**config.mk**
```make
export PLATFORM = sky130hd
export DESIGN_NAME = bdb_press_sequencer
export DESIGN_NICKNAME = d
export VERILOG_FILES = /design/src/rtl/bdb_press_seq_pkg.sv /design/src/rtl/bdb_press_sequencer_timer.sv /design/src/rtl/bdb_press_sequencer.sv
export SDC_FILE = /design/constraint.sdc
export NUM_CORES = 1
export LEC_CHECK = 0
export CORE_AREA = 2 2 82 84
export CTS_CLUSTER_SIZE = 30
export DETAILED_ROUTE_END_ITERATION = 10
export DIE_AREA = 0 0 84 86
export GPL_TIMING_DRIVEN = 0
export PLACE_DENSITY = 0.72
export REMOVE_ABC_BUFFERS = 1
export SYNTH_ARGS = -nofsm -noshare
export SYNTH_HDL_FRONTEND = slang
export SYNTH_SLANG_ARGS = --single-unit
```
**constraint.sdc**
```tcl
create_clock -name clk -period 2.6 [get_ports clk]
set_clock_uncertainty 0.15 [all_clocks]
set_input_delay 0.52 -clock clk [delete_from_list [all_inputs] [get_ports clk]]
set_output_delay 0.52 -clock clk [all_outputs]
set_load 0.05 [all_outputs]
```
**src/rtl/bdb_press_seq_pkg.sv**
```systemverilog
// Shared types for the press-pattern sequencer: FSM states, the descriptor
// record and a reference duration helper.
package bdb_press_seq_pkg;

  localparam int DESC_BOUNCE_W     = 8;
  localparam int DESC_HOLD_W       = 8;
  localparam int DEF_BOUNCE_CYCLES = 2;
  localparam int DEF_HOLD_UNIT     = 4;
  localparam int DEF_GAP_CYCLES    = 8;

  typedef enum logic [2:0] {
    IDLE,
    P_HI,
    P_LO,
    HOLD,
    R_LO,
    R_HI,
    GAP
  } seq_state_t;

  typedef struct packed {
    logic [DESC_BOUNCE_W-1:0] bounces;
    logic [DESC_HOLD_W-1:0]   hold;
  } bdb_press_desc_t;

  // Button cycles of one un-aborted operation at the default timing parameters.
  function automatic int unsigned press_cycles(input int unsigned bounces,
                                               input int unsigned hold);
    int unsigned hold_eff;
    hold_eff = (hold == 0) ? 1 : hold;
    return 4 * bounces * DEF_BOUNCE_CYCLES + hold_eff * DEF_HOLD_UNIT + DEF_GAP_CYCLES;
  endfunction

endpackage

```
**src/rtl/bdb_press_sequencer_timer.sv**
```systemverilog
// bdb_phase_timer: loadable down-counter that flags expiry when it reaches zero.
// Loading takes priority; the count then holds at zero until reloaded.
module bdb_phase_timer #(
  parameter int CNT_W = 16
) (
  input  logic             clk,
  input  logic             reset,
  input  logic             load,
  input  logic [CNT_W-1:0] value,
  output logic             expire
);

  logic [CNT_W-1:0] count_reg;

  always_ff @(posedge clk or posedge reset) begin
    if (reset) begin
      count_reg <= '0;
    end else if (load) begin
      count_reg <= value;
    end else if (count_reg != '0) begin
      count_reg <= count_reg - 1'b1;
    end
  end

  assign expire = (count_reg == '0);

endmodule

```
**src/rtl/bdb_press_sequencer.sv**
```systemverilog
// Press-pattern scheduler: turns (bounces, hold) descriptors into a bouncy
// button waveform. Optional stats outputs under BDB_PRESS_SEQ_STATS_EN.
module bdb_press_sequencer
  import bdb_press_seq_pkg::*;
#(
  parameter int BOUNCE_W      = 4,
  parameter int HOLD_W        = 4,
  parameter int BOUNCE_CYCLES = 2,
  parameter int HOLD_UNIT     = 4,
  parameter int GAP_CYCLES    = 8,
  parameter int CNT_W         = 16
) (
  input  logic                clk,
  input  logic                reset,
  input  logic                op_valid,
  output logic                op_ready,
  input  logic [BOUNCE_W-1:0] op_bounces,
  input  logic [HOLD_W-1:0]   op_hold,
  input  logic                abort,
  output logic                button,
  output logic                busy,
  output logic                done
`ifdef BDB_PRESS_SEQ_STATS_EN
  ,
  output logic [CNT_W-1:0]    press_count,
  output logic [CNT_W-1:0]    abort_count
`endif
);

  if (BOUNCE_W > DESC_BOUNCE_W || HOLD_W > DESC_HOLD_W) begin : g_bad_desc_w
    $error("bdb_press_sequencer: descriptor fields wider than bdb_press_desc_t");
  end
  if ((longint'(1) << HOLD_W) * longint'(HOLD_UNIT) >= (longint'(1) << CNT_W)) begin : g_bad_cnt_w
    $error("bdb_press_sequencer: hold product does not fit in CNT_W");
  end
  if (BOUNCE_CYCLES < 1 || HOLD_UNIT < 1 || GAP_CYCLES < 1) begin : g_bad_timing
    $error("bdb_press_sequencer: timing parameters must be >= 1");
  end

  // Timer loads are duration-1 so the state lasts exactly `duration` clocks.
  localparam logic [CNT_W-1:0] BOUNCE_LOAD = CNT_W'(BOUNCE_CYCLES - 1);
  localparam logic [CNT_W-1:0] GAP_LOAD    = CNT_W'(GAP_CYCLES - 1);
  localparam logic [CNT_W-1:0] HOLD_UNIT_C = CNT_W'(HOLD_UNIT);

  seq_state_t               state_reg, state_next;
  bdb_press_desc_t          desc_reg, desc_next;
  logic [DESC_BOUNCE_W-1:0] bounce_left_reg, bounce_left_next;
  logic                     aborted_reg, aborted_next;
  logic                     button_reg, button_next;
  logic                     busy_reg, busy_next;
  logic                     done_reg, done_next;
  logic                     ready_reg, ready_next;

  logic                     timer_load;
  logic [CNT_W-1:0]         timer_value;
  logic                     timer_expire;
  logic [CNT_W-1:0]         hold_units;
  logic [CNT_W-1:0]         hold_load;

  bdb_phase_timer #(
    .CNT_W (CNT_W)
  ) u_timer (
    .clk    (clk),
    .reset  (reset),
    .load   (timer_load),
    .value  (timer_value),
    .expire (timer_expire)
  );

  always_comb begin
    state_next       = state_reg;
    desc_next        = desc_reg;
    bounce_left_next = bounce_left_reg;
    aborted_next     = aborted_reg;

    case (state_reg)
      IDLE: begin
        // op_ready is high exactly in IDLE, so op_valid here is an accept.
        if (op_valid) begin
          desc_next.bounces = DESC_BOUNCE_W'(op_bounces);
          desc_next.hold    = DESC_HOLD_W'(op_hold);
          bounce_left_next  = DESC_BOUNCE_W'(op_bounces);
          aborted_next      = 1'b0;
          state_next        = (op_bounces != '0) ? P_HI : HOLD;
        end
      end
      P_HI: if (timer_expire) state_next = P_LO;
      P_LO: begin
        if (timer_expire) begin
          bounce_left_next = bounce_left_reg - 1'b1;
          state_next = (bounce_left_reg != DESC_BOUNCE_W'(1)) ? P_HI : HOLD;
        end
      end
      HOLD: begin
        if (timer_expire) begin
          bounce_left_next = desc_reg.bounces;
          state_next = (desc_reg.bounces != '0) ? R_LO : GAP;
        end
      end
      R_LO: if (timer_expire) state_next = R_HI;
      R_HI: begin
        if (timer_expire) begin
          bounce_left_next = bounce_left_reg - 1'b1;
          state_next = (bounce_left_reg != DESC_BOUNCE_W'(1)) ? R_LO : GAP;
        end
      end
      GAP:     if (timer_expire) state_next = IDLE;
      default: state_next = IDLE;
    endcase

    if (abort && state_reg != IDLE && state_reg != GAP) begin
      state_next   = GAP;
      aborted_next = 1'b1;
    end

    // Every transition changes state, so a state change marks a fresh entry.
    hold_units  = (desc_next.hold == '0) ? CNT_W'(1) : CNT_W'(desc_next.hold);
    hold_load   = hold_units * HOLD_UNIT_C - 1'b1;
    timer_load  = (state_next != state_reg);
    case (state_next)
      HOLD:    timer_value = hold_load;
      GAP:     timer_value = GAP_LOAD;
      default: timer_value = BOUNCE_LOAD;
    endcase

    button_next = (state_next == P_HI) || (state_next == HOLD) || (state_next == R_HI);
    busy_next   = (state_next != IDLE);
    ready_next  = (state_next == IDLE);
    done_next   = (state_reg == GAP) && (state_next == IDLE);
  end

  always_ff @(posedge clk or posedge reset) begin
    if (reset) begin
      state_reg       <= IDLE;
      desc_reg        <= '0;
      bounce_left_reg <= '0;
      aborted_reg     <= 1'b0;
      button_reg      <= 1'b0;
      busy_reg        <= 1'b0;
      done_reg        <= 1'b0;
      ready_reg       <= 1'b1;
    end else begin
      state_reg       <= state_next;
      desc_reg        <= desc_next;
      bounce_left_reg <= bounce_left_next;
      aborted_reg     <= aborted_next;
      button_reg      <= button_next;
      busy_reg        <= busy_next;
      done_reg        <= done_next;
      ready_reg       <= ready_next;
    end
  end

  assign button   = button_reg;
  assign busy     = busy_reg;
  assign done     = done_reg;
  assign op_ready = ready_reg;

`ifdef BDB_PRESS_SEQ_STATS_EN
  logic [CNT_W-1:0] press_count_reg;
  logic [CNT_W-1:0] abort_count_reg;

  // Counted on the same edge that raises done, so they are current during the pulse.
  always_ff @(posedge clk or posedge reset) begin
    if (reset) begin
      press_count_reg <= '0;
      abort_count_reg <= '0;
    end else if (done_next) begin
      if (aborted_reg) begin
        abort_count_reg <= abort_count_reg + 1'b1;
      end else begin
        press_count_reg <= press_count_reg + 1'b1;
      end
    end
  end

  assign press_count = press_count_reg;
  assign abort_count = abort_count_reg;
`endif

endmodule
```
Word level (Yosys, flattened, before mapping)
Index checks and enable logic that the tools add are counted.

Bits in registers: 43. Input bits: 12. Output and inout port bits: 4. Logic and storage cells: 70.

Add/sub/neg operators: 3. Equality and inequality tests: 16. Multiplexer cells: 23. Reduce and logical (&&, ||, !) cells: 19.

Operators by type and width (number): 8-bit two-way mux (6); 16-bit two-way mux (2); 16-bit case mux with 2 select lines (1); 3-bit two-way mux (8); 8-bit case mux with 3 select lines (1); 3-bit case mux with 7 select lines (1); 16-bit zero test (1); 16-bit nonzero test (1); 16-bit by 1-bit subtractor with 16-bit output (second input constant) (1); 3-bit == test (second input constant) (5); 10-bit by 1-bit subtractor with 11-bit output (second input constant) (1); 3-bit by 2-bit == test with 1-bit output (second input constant) (3); 3-bit nonzero test (3); 8-bit zero test (1); 2-bit two-way mux (4); 8-bit by 1-bit inequality test with 1-bit output (second input constant) (1); 8-bit nonzero test (1); 8-bit by 1-bit subtractor with 8-bit output (second input constant) (1); 3-bit by 1-bit == test with 1-bit output (second input constant) (2); 3-bit zero test (2); 2-bit inequality test (second input constant) (2); 4-bit AND reduction (1); 4-bit nonzero test (1); 1-bit logical AND (3); other kinds (7) (8).

Longest topological paths before layout
Word-level depth: 8. Depth in mapped cells: 12.

Hierarchy
Synthesis repeated with hierarchy kept, for this count alone.

Cell total of the unflattened synthesis: 299. Area, all modules: 2700.1 um^2.

By module, submodules not included: bdb_press_sequencer (instances 1, cells each 197, area an instance 1706.6 um^2, sequential area each 676.9 um^2); bdb_phase_timer (instances 1, cells each 102, area an instance 993.5 um^2, sequential area each 400.4 um^2).

Least setup slack after synthesis
No wires, ideal clock.

Path type: register to register. Start: register state_reg[0]. End: register u_timer.count_reg[15]. Library setup time: 0.138 ns. Arrival time: 2.503 ns. Setup slack: -0.191 ns. Cell stages (with the launch flop): 12. Buffers on the path: 2. Path through: dfrtp_1 buf_2 or4b_1 buf_2 or4_4 a21oi_4 a21oi_1 ha_1 o21a_1 and2_1 nand4_2 a21oi_1.

Longest elaborated chain between the ends: 7.

RTL lines: start: declaration (line bdb_press_sequencer.sv:45) `seq_state_t state_reg, state_next;`; start signal: assignment (line bdb_press_sequencer.sv:143) `state_reg <= state_next;`; 3-bit zero test / 3-bit nonzero test (equally long branches) (line bdb_press_sequencer.sv:76, bdb_press_sequencer.sv:111); 8-bit two-way mux / 1-bit logical AND (equally long branches) (line bdb_press_sequencer.sv:76, bdb_press_sequencer.sv:111); 8-bit zero test / 1-bit logical AND (equally long branches) (line bdb_press_sequencer.sv:117, bdb_press_sequencer.sv:111); 8-bit two-way mux / 3-bit two-way mux (equally long branches) (line bdb_press_sequencer.sv:117, bdb_press_sequencer.sv:111); 10-bit by 1-bit subtractor with 11-bit output, or another cell as far along (line bdb_press_sequencer.sv:118) `hold_load = hold_units * HOLD_UNIT_C - 1'b1;`; 16-bit case mux with 2 select lines (line bdb_press_sequencer.sv:120) `case (state_next)`; 16-bit two-way mux (line bdb_press_sequencer_timer.sv:18) `end else if (load) begin`; end signal: assignment (line bdb_press_sequencer_timer.sv:19) `count_reg <= value;`; end signal: assignment (line bdb_press_sequencer_timer.sv:21) `count_reg <= count_reg - 1'b1;`; end: declaration (line bdb_press_sequencer_timer.sv:13) `logic [CNT_W-1:0] count_reg;`.

Several ways; a longest one is shown, not always the timed one. A chain may end at the register's enable or synchronous reset.

Final worst setup path
Start: register state_reg[1]. End: register u_timer.count_reg[8].

Same word-level chain as after synthesis.

==> impl_metrics.csv <==
group,metric,value,unit
synthesis,synthArstFlopShare,1.00,
synthesis,synth_edf_count,0,
worst_setup_path,critPathMaxFanout,3,
cells_and_area,drive_gt1_frac,0.210,
floorplan,ios,16,
drt,vias,2411,
cells_and_area,fin_area,3210,µm²
min_path,hold_start,"bounce_left_reg[7]",
synthesis,synth_fa_ha_area_frac,0.0240,
synthesis,synth_cell_type_count,53,
global_route,grt_pass1_wl,10.8,mm
floorplan,fp.dieArea,7220,µm²
placement,place_hpwl,4.28,mm
drt,drc,0,
pwr,irDropWorstVdd,563,µV
status,status,"complete, but fails checks",
placement,placed_area,2810,µm²
drt,ant_nets,0,
cts,cts_buffer_depth,2,
pwr,leakagePower,1.34,nW
drt,drt-wirelength-per-cell,16.4,µm
global_route,grt_max_degree,44,
sta,finalCriticalPeriod,2730,ps
sta,rsz0062_at_grt,"true",
sta,timing.fmax,0.367,GHz
placement,gp_congestion,0.866,
floorplan,dieWidth,84,µm
global_route,grt-ovfl-total,0,
worst_setup_path,startpoint_type,"flip-flop",
worst_setup_path,worst_ep_required_time,2630,ps
drt,firstDrtPassIters,5,
cts,tritoncts,"yes",
worst_setup_path,r2r_end,"u_timer.count_reg[8]",
synthesis,synth_area,2610,µm²
placement,io_buffers,15,
run,maxCapViolations,0,
min_path,hold_path_class,"reg2reg",
drt,routed_wl,6.66,mm
cts,root_buffer,"clkbuf_8",
sta,period_share,1.05,
global_route,antenna_found_initial,0,
global_route,track_usage,0.184,
cts,cts_inserted_buffers,5,
pwr,p_sw,1.73,mW
worst_setup_path,r2r_slack,-130,ps
status,violations,"setup timing",
synthesis,synth_warnings,0,
drt,via_per_inst,5.95,
cells_and_area,final_nets,344,
global_route,grt_pass1_vias,2310,
cells_and_area,largest_reg_flops,16,
cells_and_area,area_growth,23.0,%
synthesis,synth_ff_type,"dfrtp_1",
worst_setup_path,r2r_start,"state_reg[1]",
pwr,comb_power_share,0.586,
sta,tightest_slew,890,ps
min_path,hold_depth,1,
floorplan,start_util,0.416,
sta,maxSlewViolCount,0,
pwr,powerDensity,1200,nW/µm²
cts,clk_pin_slew_worst_paths,80,ps
synthesis,synthMuxAreaShare,0.00431,
synthesis,ys_seq_area_frac,0.413,
cells_and_area,nFillCells,578,
sta,relSlewSlack,0.406,
pwr,seqPwrFrac,0.305,
cts,cts.sinks,43,
synthesis,synth_compound_area_frac,0.208,
worst_setup_path,cp_data_arrival_time,2760,ps
synthesis,netlist_instances,296,
synthesis,syn_area_per_cell,8.82,µm²
cells_and_area,antenna_cells,0,
worst_setup_path,crit_path_end_kind,"flip-flop",
sta,setup_violations,11,
floorplan,die_h,86,µm
sta,setup_ws,-126,ps
pwr,p_int,2.12,mW
cts,clock_latency,300,ps
pwr,clkPwrFrac,0.109,
worst_setup_path,reg2reg_depth,10,
worst_setup_path,criticalPathCategory,"reg2reg",
cells_and_area,final_core_util,0.512,
drt,drtIter0Drc,275,
pwr,netSwitchingFraction,0.450,
floorplan,core_region_area,6280,µm²
sta,hold_viol_final,0,
synthesis,yosys.area_share.xor_xnor,0.0604,
synthesis,synthSimpleGateAreaFrac,0.245,
floorplan,num_rows,29,
worst_setup_path,crit_path_end,"u_timer.count_reg[8]",
worst_setup_path,startpoint,"state_reg[1]",
synthesis,synth-seq-cells,43,
synthesis,synth_top_family_by_area,"simple AND/OR/NAND/NOR gates",
cts,cts-htree-levels,2,
sta,fin_tns_setup,-960,ps
[worst min path at each step]
stage | end
finish | bounce_left_reg[7]
global route | bounce_left_reg[7]
CTS | bounce_left_reg[7]
detailed placement | bounce_left_reg[7]
global placement | desc_reg[8]
floorplan | desc_reg[0]
[area by class of cell]
cell class,instances,area [µm²],share of cell area
timing repair buffer,38,338,0.105
multi-input combinational,226,1560,0.485
clock buffer,7,76.3,0.0238
inverter,13,53.8,0.0168
clock inverter,1,5.00,0.00156
tap,77,96.3,0.0300
sequential,43,1080,0.337
[cell families after synthesis]
logic type,Yosys count
flip-flops,43
AND/OR/NAND/NOR,120
adder cells (fa/ha/maj),5
AO/OA/AOI/OAI,82
XOR/XNOR,18
multiplexers,1
buffers and inverters,27
[cell usage after synthesis, types with 3 or more instances]
library cell	number	area, µm²
nand3_1	13	65.1
clkbuf_1	9	33.8
buf_2	4	20.0
a21oi_1	23	115
and2_1	4	25.0
dfrtp_1	42	1050
inv_1	12	45.0
or4_1	3	22.5
o22ai_1	8	50.1
o21a_1	4	30.0
o211ai_1	8	60.1
ha_1	5	62.6
nand2_1	42	158
nor2_1	19	71.3
nor3_1	8	40.0
xor2_1	8	70.1
a221oi_1	3	26.3
nor4_1	7	43.8
o21ai_0	17	85.1
xnor2_1	10	87.6
nor3b_1	4	30.0
nand4_1	4	25.0
[power by group through the flow]
stage / registers, mW / logic [mW] / clock network (mW)
finish: 1.18 / 2.26 / 0.418
detailed placement: 1.21 / 1.66 / 0
floorplan: 1.19 / 1.25 / 0
CTS: 1.14 / 1.96 / 0.427
global placement: 1.19 / 1.63 / 0
global route: 1.21 / 2.48 / 0.454
[what timing repair did]
item | CTS | global route
buffers inserted | 14 | 9
gates resized for setup | 17 | 17
pin swaps | 6 | 7
endpoints found under the setup margin | 21 | 17
hold buffers | 0 | 0
[cell usage in the layout (no fill, tap or decap), types with 4 or more instances in the layout]
master and count:
nand4_1 4, xnor2_1 8, nand2_1 41, a21oi_1 18, nor4_1 4, buf_4 21
xor2_1 8, nor2_1 19, o211ai_1 8, nor4_2 4, a21oi_2 5, clkbuf_8 5
inv_1 9, nor3_1 8, dfrtp_1 39, clkdlybuf4s50_1 14, o21ai_0 16, o22ai_1 8
nand3_1 13
[layer usage]
layer | wire (µm) | part of all wire | global-route usage
met2 | 3240 | 0.49 | 0.303
met4 | 56 | 0.0084 | 0.0484
met3 | 317 | 0.048 | 0.0385
met1 | 3050 | 0.46 | 0.247
met5 | 0 | 0 | 0
[critical path: stages (launching register included)]
cell and delay [ps]:
dfrtp_4 510, or4b_4 550, or4_4 450, a21oi_4 160, a21oi_2 80, ha_2 180, o21a_1 120, buf_4 150
nand2_2 70, xnor2_2 100, o22ai_1 90
[through the flow]
| step | total power [mW] | cells | hold slack (ps) | worst slack [ps] |
|---|---|---|---|---|
| floorplan | 2.44 | 282 | 308 | -746 |
| detailed placement | 2.87 | 375 | 346 | -1130 |
| global placement | 2.82 | 374 | 337 | -1930 |
| CTS | 3.53 | 397 | 358 | -101 |
| finish | 3.85 | 405 | 357 | -126 |
| global route | 4.14 | 405 | 385 | -190 |
Note: power is estimated with default switching activity, not from simulation.
